==> src/rtl/modem_ctrl_regs.sv <==
// SPI register/RAM front-end for the modem transmit path: message-RAM window,
// register bank and transmit FSM. Define MODEM_CTRL_TIMEOUT_EN to build the watchdog.
module modem_ctrl_regs #(
  parameter int unsigned ADDR_W      = 10,
  parameter int unsigned RAM_DEPTH   = 1000,
  parameter int unsigned REG_BASE    = 1000,
  parameter int unsigned LEN_W       = 10,
  parameter int unsigned NUM_GPIO    = 4,
  parameter int unsigned TIMEOUT_CYC = 1048576
) (
  input  logic                clk,
  input  logic                reset,
  input  logic                i_spi_wr,
  input  logic                i_spi_rd,
  input  logic [ADDR_W-1:0]   i_spi_addr,
  input  logic [7:0]          i_spi_wdata,
  output logic [7:0]          o_spi_rdata,
  input  logic [7:0]          i_ram_rdata,
  output logic                o_ram_wr,
  output logic                o_ram_rd,
  output logic [ADDR_W-1:0]   o_ram_addr,
  output logic [7:0]          o_ram_wdata,
  input  logic                i_tx_done,
  input  logic [NUM_GPIO-1:0] i_gpios,
  output logic                o_transmit,
  output logic [LEN_W-1:0]    o_msg_length,
  output logic                o_reg_cw,
  output logic                o_irq
);

  localparam logic [0:0] ST_IDLE = 1'b0;
  localparam logic [0:0] ST_BUSY = 1'b1;

  localparam logic [4:0] OFF_LEN_HI = 5'd0;
  localparam logic [4:0] OFF_LEN_LO = 5'd1;
  localparam logic [4:0] OFF_STATUS = 5'd2;
  localparam logic [4:0] OFF_MASK   = 5'd3;
  localparam logic [4:0] OFF_REJECT = 5'd4;
  localparam logic [4:0] OFF_CW     = 5'd5;
  localparam logic [4:0] OFF_ID     = 5'd20;
  localparam logic [4:0] OFF_VER    = 5'd21;
  localparam logic [4:0] OFF_NGPIO  = 5'd22;
  localparam logic [4:0] OFF_CTRL   = 5'd23;

`ifdef MODEM_CTRL_TIMEOUT_EN
  localparam logic TO_EN = 1'b1;
`else
  localparam logic TO_EN = 1'b0;
`endif

  logic [0:0]       state;
  logic             busy;
  logic             done_d;
  logic [LEN_W-1:0] msg_length;
  logic             st_done;
  logic             st_timeout;
  logic [1:0]       irq_mask;
  logic [7:0]       reject;
  logic [7:0]       reject_nxt;
  logic [7:0]       reject_base;
  logic             reg_cw;
  logic             wd_expire;

  logic [31:0] addr32;
  logic        is_ram;
  logic        is_reg;
  logic [4:0]  reg_off;
  logic [7:0]  reg_rdata;

  logic wr_reg, wr_len_hi, wr_len_lo, wr_status, wr_mask, wr_reject, wr_cw, wr_ctrl;
  logic wr_ram, locked_wr;
  logic start_req, start_ok, start_rej, abort_req;
  logic set_done, set_to, go_idle, rej_inc;

  // ---------------- address decode ----------------
  assign addr32  = 32'(i_spi_addr);
  assign is_ram  = addr32 < RAM_DEPTH;
  assign is_reg  = (addr32 >= REG_BASE) && (addr32 <= REG_BASE + 23);
  assign reg_off = 5'(addr32 - REG_BASE);

  assign busy = (state == ST_BUSY);

  assign wr_reg    = i_spi_wr & is_reg;
  assign wr_len_hi = wr_reg & (reg_off == OFF_LEN_HI);
  assign wr_len_lo = wr_reg & (reg_off == OFF_LEN_LO);
  assign wr_status = wr_reg & (reg_off == OFF_STATUS);
  assign wr_mask   = wr_reg & (reg_off == OFF_MASK);
  assign wr_reject = wr_reg & (reg_off == OFF_REJECT);
  assign wr_cw     = wr_reg & (reg_off == OFF_CW);
  assign wr_ctrl   = wr_reg & (reg_off == OFF_CTRL);
  assign wr_ram    = i_spi_wr & is_ram;

  // Payload-affecting writes are frozen while a message is on the air
  assign locked_wr = busy & (wr_len_hi | wr_len_lo | wr_cw | wr_ram);

  assign o_ram_wr    = wr_ram & ~busy;
  assign o_ram_rd    = i_spi_rd & is_ram;
  assign o_ram_addr  = i_spi_addr;
  assign o_ram_wdata = i_spi_wdata;

  // ---------------- transmit control ----------------
  assign start_req = wr_ctrl & i_spi_wdata[0];
  assign start_ok  = start_req & ~busy & (msg_length != '0);
  assign start_rej = start_req & ~busy & (msg_length == '0);
  assign abort_req = wr_ctrl & ~i_spi_wdata[0] & busy;

  // done_d outranks watchdog expiry, both outrank abort
  assign set_done = busy & done_d;
  assign set_to   = busy & ~done_d & wd_expire;
  assign go_idle  = set_done | set_to | abort_req;
  assign rej_inc  = locked_wr | start_rej;

  always_ff @(posedge clk) begin
    if (reset) begin
      state  <= ST_IDLE;
      done_d <= 1'b0;
    end else begin
      done_d <= i_tx_done;
      case (state)
        ST_IDLE: if (start_ok) state <= ST_BUSY;
        ST_BUSY: if (go_idle)  state <= ST_IDLE;
        default: state <= ST_IDLE;
      endcase
    end
  end

`ifdef MODEM_CTRL_TIMEOUT_EN
  localparam int unsigned WD_W = $clog2(TIMEOUT_CYC);
  logic [WD_W-1:0] wd_cnt;

  // Held at zero while idle, so it starts from zero on every entry to BUSY
  always_ff @(posedge clk) begin
    if (reset || !busy) wd_cnt <= '0;
    else                wd_cnt <= wd_cnt + WD_W'(1);
  end

  assign wd_expire = busy & (wd_cnt == WD_W'(TIMEOUT_CYC - 1));

  always_ff @(posedge clk) begin
    if (reset) st_timeout <= 1'b0;
    else       st_timeout <= set_to | (st_timeout & ~(wr_status & i_spi_wdata[1]));
  end
`else
  assign wd_expire  = 1'b0;
  assign st_timeout = 1'b0;
`endif

  // ---------------- register bank ----------------
  always_comb begin
    reject_base = wr_reject ? 8'h00 : reject;
    reject_nxt  = reject_base;
    if (rej_inc && reject_base != 8'hFF) reject_nxt = reject_base + 8'd1;
  end

  always_ff @(posedge clk) begin
    if (reset) begin
      msg_length <= '0;
      st_done    <= 1'b0;
      irq_mask   <= 2'b00;
      reject     <= 8'h00;
      reg_cw     <= 1'b0;
    end else begin
      if (wr_len_hi && !busy) msg_length[LEN_W-1:8] <= i_spi_wdata[LEN_W-9:0];
      if (wr_len_lo && !busy) msg_length[7:0]       <= i_spi_wdata;
      if (wr_cw && !busy)     reg_cw                <= i_spi_wdata[0];
      if (wr_mask)            irq_mask              <= i_spi_wdata[1:0] & {TO_EN, 1'b1};
      st_done <= set_done | (st_done & ~(wr_status & i_spi_wdata[0]));
      reject  <= reject_nxt;
    end
  end

  always_comb begin
    reg_rdata = 8'h00;
    case (reg_off)
      OFF_LEN_HI: reg_rdata = 8'(msg_length >> 8);
      OFF_LEN_LO: reg_rdata = msg_length[7:0];
      OFF_STATUS: reg_rdata = {5'b0, busy, st_timeout, st_done};
      OFF_MASK:   reg_rdata = {6'b0, irq_mask};
      OFF_REJECT: reg_rdata = reject;
      OFF_CW:     reg_rdata = {7'b0, reg_cw};
      OFF_ID:     reg_rdata = 8'h96;
      OFF_VER:    reg_rdata = 8'h02;
      OFF_NGPIO:  reg_rdata = 8'(NUM_GPIO);
      OFF_CTRL:   reg_rdata = 8'({i_gpios, busy});
      default:    reg_rdata = 8'h00;
    endcase
  end

  assign o_spi_rdata  = is_ram ? i_ram_rdata : (is_reg ? reg_rdata : 8'h00);
  assign o_transmit   = busy;
  assign o_msg_length = msg_length;
  assign o_reg_cw     = reg_cw;
  assign o_irq        = |({st_timeout, st_done} & irq_mask);

endmodule
==> config.mk <==
export PLATFORM = sky130hd
export DESIGN_NAME = modem_ctrl_regs
export DESIGN_NICKNAME = d
export VERILOG_FILES = /design/src/rtl/modem_ctrl_regs.sv
export SDC_FILE = /design/constraint.sdc
export NUM_CORES = 1
export LEC_CHECK = 0
export CORE_MARGIN = 4
export CORE_UTILIZATION = 42
export DETAILED_ROUTE_END_ITERATION = 8
export HOLD_SLACK_MARGIN = 0.06
export PLACE_DENSITY = 0.82
export SLEW_MARGIN = 30
export SYNTH_ARGS = -nofsm -noshare
export SYNTH_HDL_FRONTEND = slang
export SYNTH_SLANG_ARGS = --single-unit
==> constraint.sdc <==
create_clock -name clk -period 3.8 [get_ports clk]
set_input_delay 0.76 -clock clk [delete_from_list [all_inputs] [get_ports clk]]
set_output_delay 0.76 -clock clk [all_outputs]
set_load 0.05 [all_outputs]
==> results of run 1 <==
worst max-delay path, stage by stage:
cell and delay (ns):
clkdlybuf4s50_1 0.67, mux2_2 0.38, a22o_1 0.22, a22oi_1 0.14
o21ai_0 0.10, a22o_1 0.23, buf_12 0.15
metal layers:
| metal | GRT usage, % | up-vias | part of all wire [%] |
|---|---|---|---|
| li1 | - | 908 | - |
| met1 | 25.2 | 844 | 43 |
| met2 | 36.0 | 96 | 46 |
| met3 | 5.68 | 9 | 9.3 |
| met4 | 6.89 | 0 | 1.9 |
| met5 | 0 | - | 0 |
report_power, final:
group / leakage (nW) / internal (W) / switching [W]
registers: 0.185 / 0.000241 / 0.000000314
clock network: 0.0228 / 0.0000750 / 0.0000762
logic: 0.676 / 0.0000852 / 0.000103
total: 0.885 / 0.000402 / 0.000180
synthesized netlist by cell type (all sizes together), types with 5 or more instances:
cell type / n
clkbuf: 8
dfxtp: 23
o31ai: 5
buf: 22
a21oi: 22
nand2: 32
nor2b: 5
nand4: 5
nand3: 14
a22o: 6
nor2: 14
and2: 5
o21ai: 13
a22oi: 6
cells in the final DEF (no fill, tap or decap), types with 3 or more instances in the layout:
| cell type | count |
|---|---|
| buf_12 | 9 |
| clkdlybuf4s50_1 | 65 |
| o21ai_0 | 12 |
| clkbuf_8 | 3 |
| a22oi_1 | 6 |
| nand3_1 | 14 |
| nor3_1 | 4 |
| dfxtp_1 | 23 |
| mux2i_1 | 3 |
| nand2_1 | 32 |
| a21oi_1 | 22 |
| o31ai_1 | 5 |
| nor2b_1 | 5 |
| nor3b_1 | 3 |
| and2_1 | 5 |
| nand4_1 | 4 |
| mux2_2 | 3 |
| buf_4 | 14 |
| a22o_1 | 6 |
| nor2_1 | 14 |
final timing paths:
check                       start              to  depth (start not counted)
hold / removal             done_d         st_done                          2
setup / recovery    i_spi_addr[0]  o_spi_rdata[0]                          7
hold reg to reg            done_d         st_done                          2
setup reg to reg  o_msg_length[2]       reject[3]                          6
cell families after synthesis:
logic type,after synthesis
XOR/XNOR,2
multiplexers,6
AND/OR/NAND/NOR,99
adder cells (fa/ha/maj),1
buffers and inverters,31
AO/OA/AOI/OAI,59
flip-flops,23
state kept, by name, indices dropped and copies added (netlist names):
| register | count |
|---|---|
| o_msg_length | 10 |
| reject | 8 |
| done_d | 1 |
| irq_mask | 1 |
| o_reg_cw | 1 |
| o_transmit | 1 |
| st_done | 1 |
stage by stage:
step                util [%]  setup slack [ns]
detailed placement      66.1             0.280
global route            67.3             0.287
finish                  67.3             0.376
floorplan                  -             0.135
global placement        66.1             0.343
CTS                     67.3             0.368
final cells by class:
class | instances | area share (%)
Multi-Input combinational cell | 167 | 40.3
Clock buffer | 4 | 1.79
Timing Repair Buffer | 88 | 37.1
Inverter | 1 | 0.149
Tap cell | 48 | 2.38
Sequential cell | 23 | 18.3
==> impl_results.md, run 1 <==
- Netlist Area Pre-Place: 1670 um2
- Hold buffers post-CTS: 0
- Sequential fraction of the synthesis area: 27.5%
- Post-synthesis mux area share: 3.82%
- H-tree depth: 1
- Unrepaired setup endpoints after global routing: no
- CP max FO: 11
- Critical Path Source Type: input port
- Post-synth EDFFs: 0
- Largest net degree at the start of global routing: 23
- Total routed wirelength: 5190 um
- Final instance area: 2520 um2
- TritonCTS clock tree: yes
- Main combinational cell family by area after synthesis: simple AND/OR/NAND/NOR gates
- Post-synth top area share: 27.5%
- Post-synthesis simple-gate area fraction: 32.3%
- Syn_nets: 257
- Dpl cells: 327
- Hold Fails Final Rpt: 0
- Core ar.: 3740 um2
- Post-CTS setup buffer count: 0
- Vias in the first global route: 1847
- Iteration-0 DRC Markers: 80
- Total Power: 0.000581 W
- Largest cells by area after synthesis: dfxtp_1 (28%), buf_4 (8.1%), nand2_1 (7.2%)
- Bufs on Longest Clock Path: 2
- Final TNS setup: 0 ns
- Hold Crit Class: flip-flop to flip-flop
- Die area: 5050 um2
- Status: finished clean
- Hold slack: 0.488 ns
- Hpwl dp: 4190 um
- Die width: 71.1 um
- Multi-input gate area: 1020 um2
- Clk sinks: 23
- WP data arrival: 2.66 ns
- Starting Density: 44.7%
- Total GRT Usage: 20.9%
- Post-synthesis adder-cell area fraction: 0.749%
- Nets@finish: 320
- Power per cell area: 231 nW/um2
- Syn Inst Count: 221
- Clock skew: 0.00313 ns
- Clock transition at the registers of the reported paths: 0.08 ns
- FMAX: 292 MHz
- XOR/XNOR Fraction of Synth Area: 1.05%
- Worst-Margin Slew: 0.761 ns
- Post-CTS sizing: 0
- Kind of end point of the critical path: output pin
- Area after DPL: 2480 um2
- Crit share post-route: 90.1%
- Rows: 22
- Non-filler cells, final: 331
- Kind of critical path: input port to output pin
- Syn Area/Cell: 7.56 um2
- Yosys cell types: 45
- Vias: 1857
- Ys flop type: dfxtp_1
- Lkg Pwr: 0.885 nW
- Routability cong.: 0.964
- Num CTS Buffers: 3
- Max_cap viols: 0
- Clock Tree Root: clkbuf_8
- IO Pins: 76
- Port-buffer cells: 75
- Antenna viol nets, final: 0
- Flop2flop setup slack: 1.69 ns
- Minimum clock period: 3.42 ns
- Max VDD drop: 181 uV
- Share of layout cells above drive strength 1: 11.7%
- DR vias/cell: 5.61
- DR pass1 iterations: 4
- Gr ovfl total: 0
- Synth Area in Compound Gates: 22.9%
- Fillers: 326
- Cell taking the most area after synthesis: dfxtp_1
- N_diodes: 0
- Worst slew margin: 49.1%
- Worst skew pair latency: 0.27 ns
- Layout area overhead: 50.8%
- First-pass GRT wire length: 8640 um
- Remaining DRCs: 0
- Seq. cell area: 460 um2
- Antenna violations before repair: 0
- Final setup viols: 0
- WP data required: 3.04 ns
- FF+latch count, synth: 23
- WL/cell: 15.7 um
- Ys async rst share: 0%
- Die height: 71.1 um
- Slew Limit Fails: 0
- Number of synthesis warnings: 0
Note: power is estimated with default switching activity, not from simulation.
==> run 2: changes to the inputs <==
ABC_AREA = 1   (was not set)
CORE_UTILIZATION = 44   (was 42)
CTS_BUF_LIST = sky130_fd_sc_hd__clkbuf_4   (was not set)
PLACE_DENSITY = 0.84   (was 0.82)
==> impl_results.md, run 2 <==
- Status: finished clean
- Rows: 22 (unchanged)
- Most common cell in the synthesized netlist: nand2_1
- Sequential fraction of the synthesis area: 25.8% (-1.8 points)
- Worst skew pair latency: 0.32 ns (+0.05 ns)
- Bufs on Longest Clock Path: 2 (unchanged)
- Final Util: 66.5% (-0.88 points)
- Remaining DRCs: 0 (unchanged)
- Syn_nets: 322 (+25%)
- Kind of critical path: input port to output pin
- Lkg Pwr: 1.06 nW (+20%)
- WL/cell: 14.1 um (-10%)
- Ys flop type: dfxtp_1
- Seq. cell area: 460 um2 (unchanged)
- Antenna viol nets, final: 0 (unchanged)
- Final TNS setup: 0 ns (unchanged)
- Number of synthesis warnings: 0 (unchanged)
- Worst path top cell family by delay: buffers and inverters
- Slowest CP cell: clkdlybuf4s50_1
- Worst slew margin: 65.5% (+16 points)
- Layout area overhead: 41.2%
- WP buf/inv: 4 (+2)
- Max reg flops: 10 (unchanged)
- Total routed wirelength: 5520 um (+6.2%)
- Hpwl dp: 4390 um (+4.7%)
- Antenna violations before repair: 0 (unchanged)
- N_diodes: 0 (unchanged)
- Post-synth top area share: 25.8% (-1.8 points)
- Nets@finish: 380 (+19%)
- FF+latch count, synth: 23 (unchanged)
- Ys async rst share: 0% (unchanged)
- Yosys cell types: 34 (-24%)
- Hold buffers post-CTS: 0 (unchanged)
- Fillers: 346 (+6.1%)
- WP data required: 3.04 ns (about the same)
- Slew Limit Fails: 0 (unchanged)
- Most common cell after layout, fill and taps aside: clkdlybuf4s50_1
- Clock Tree Root: clkbuf_4
- Vias in the first global route: 1891 (+2.4%)
- Max VDD drop: 135 uV (-26%)
- Top cells by count, synth: nand2_1 (64), nor2_1 (44), inv_1 (31)
- Port-buffer cells: 75 (unchanged)
- Hold Crit Class: flip-flop to flip-flop
- Clk sinks: 23 (unchanged)
- Most frequent cells in the layout: clkdlybuf4s50_1 (66), nand2_1 (64), nor2_1 (44), inv_1 (31), nand3_1 (24)
- Minimum clock period: 3.38 ns (-0.0410 ns)
- Num CTS Buffers: 3 (unchanged)
- DR vias/cell: 5.40 (-3.8%)
- Kind of end point of the critical path: output pin
- Cells along the critical path: clkdlybuf4s50_1 > inv_2 > nand2_1 > nor2_2 > nand2_2 > inv_1 > nand2_1 > o221ai_1 > o21ai_0 > nand2_1 > buf_12
- WP data arrival: 2.62 ns (-0.04 ns)
- Core ar.: 3800 um2 (+1.5%)
- Gr ovfl total: 0 (unchanged)
- Clock skew: 0.00245 ns (-0.000688 ns)
- Iteration-0 DRC Markers: 181 (+130%)
- Share of layout cells above drive strength 1: 9.62% (-2.0 points)
- IO Pins: 76 (unchanged)
- H-tree depth: 1 (unchanged)
- Starting Density: 47.1% (+2.4 points)
- Worst stage delay on the critical path: 0.60 ns (-0.07 ns)
- Post-CTS setup buffer count: 0 (unchanged)
- Vias: 2111 (+14%)
- Final setup viols: 0 (unchanged)
- Hold Fails Final Rpt: 0 (unchanged)
- FMAX: 296 MHz (+1.2%)
- First-pass GRT wire length: 8890 um (+2.9%)
- TritonCTS clock tree: yes
- Crit share post-route: 89.0% (-1.1 points)
- CP max FO: 6 (-5)
- Crit-path most repeated cell: nand2_1
- DR pass1 iterations: 5 (+1)
- Syn Area/Cell: 6.25 um2 (-17%)
- Die area: 5150 um2 (+1.9%)
- Worst-Margin Slew: 0.516 ns (-0.245 ns)
- Max_cap viols: 0 (unchanged)
- Routability cong.: 0.914 (-5.2%)
- Netlist Area Pre-Place: 1790 um2 (+7.0%)
- Power per cell area: 215 nW/um2 (-6.8%)
- Largest cells by area after synthesis: dfxtp_1 (26%), nand2_1 (13%), nor2_1 (9.2%)
- Post-synth EDFFs: 0 (unchanged)
- Syn Inst Count: 286 (+29%)
- Die height: 71.7 um (+0.93%)
- Multi-input gate area: 1020 um2 (+0.86%)
- Cell taking the most area after synthesis: dfxtp_1
- Die width: 71.7 um (+0.93%)
- Total GRT Usage: 21.1% (+0.10 points)
- Unrepaired setup endpoints after global routing: no
- Largest net degree at the start of global routing: 15 (-35%)
- Clock transition at the registers of the reported paths: 0.13 ns (+0.05 ns)
- Post-CTS sizing: 0 (unchanged)
- Critical Path Source Type: input port
-- run 2: per-stage QoR --
stage	instance area, um2	std cells	total power (W)	setup slack (ns)	hold slack (ns)
after CTS	2520	391	0.000544	0.465	0.495
after global routing	2520	391	0.000560	0.280	0.509
after floorplan	1790	286	0.000347	0.495	0.453
final	2520	391	0.000543	0.417	0.496
after detailed placement	2490	387	0.000421	0.465	0.482
after global placement	2490	387	0.000420	0.535	0.465
-- run 2: final cells by class --
type,count,share of cell area [%]
Timing Repair Buffer,77,32.4
Tap cell,48,2.38
Multi-Input combinational cell,204,40.6
Inverter,35,5.20
Clock buffer,4,1.19
Sequential cell,23,18.2
-- run 2: cell families after synthesis --
logic type,synth area share (%)
buffers and inverters,16.9
DFF,25.8
AOI/OAI and AO/OA,13.4
and+or+nand+nor,43.2
adders and majority gates,0.700
-- run 2: layer usage --
| layer | global-route usage (%) | vias to the layer above | share of wire, % |
|---|---|---|---|
| met2 | 35.5 | 129 | 46 |
| met4 | 5.43 | 0 | 1.6 |
| met3 | 3.37 | 11 | 9.5 |
| met1 | 27.8 | 930 | 42 |
| li1 | - | 1041 | - |
| met5 | 0 | - | 0 |
-- run 2: final timing paths --
kind,from,to,cells past startpoint,slack [ns]
hold / removal,done_d,st_done,2,0.50
setup / recovery,i_spi_addr[4],o_spi_rdata[0],11,0.42
setup reg to reg,reject[0],reject[5],10,2.09
hold reg to reg,done_d,st_done,2,0.50
-- run 2: worst register-to-register path: cells and delay by family (launching register included) --
kind	cells	cell delay [ns]
and+or+nand+nor	7	0.77
DFF	1	0.36
adders and majority gates	1	0.30
buffers and inverters	2	0.20
-- run 2: where the power goes --
part           internal, W  switching (W)  leakage (nW)
Combinational    0.0000728       0.000101         0.859
Sequential        0.000242    0.000000225         0.185
Clock            0.0000483      0.0000784        0.0184
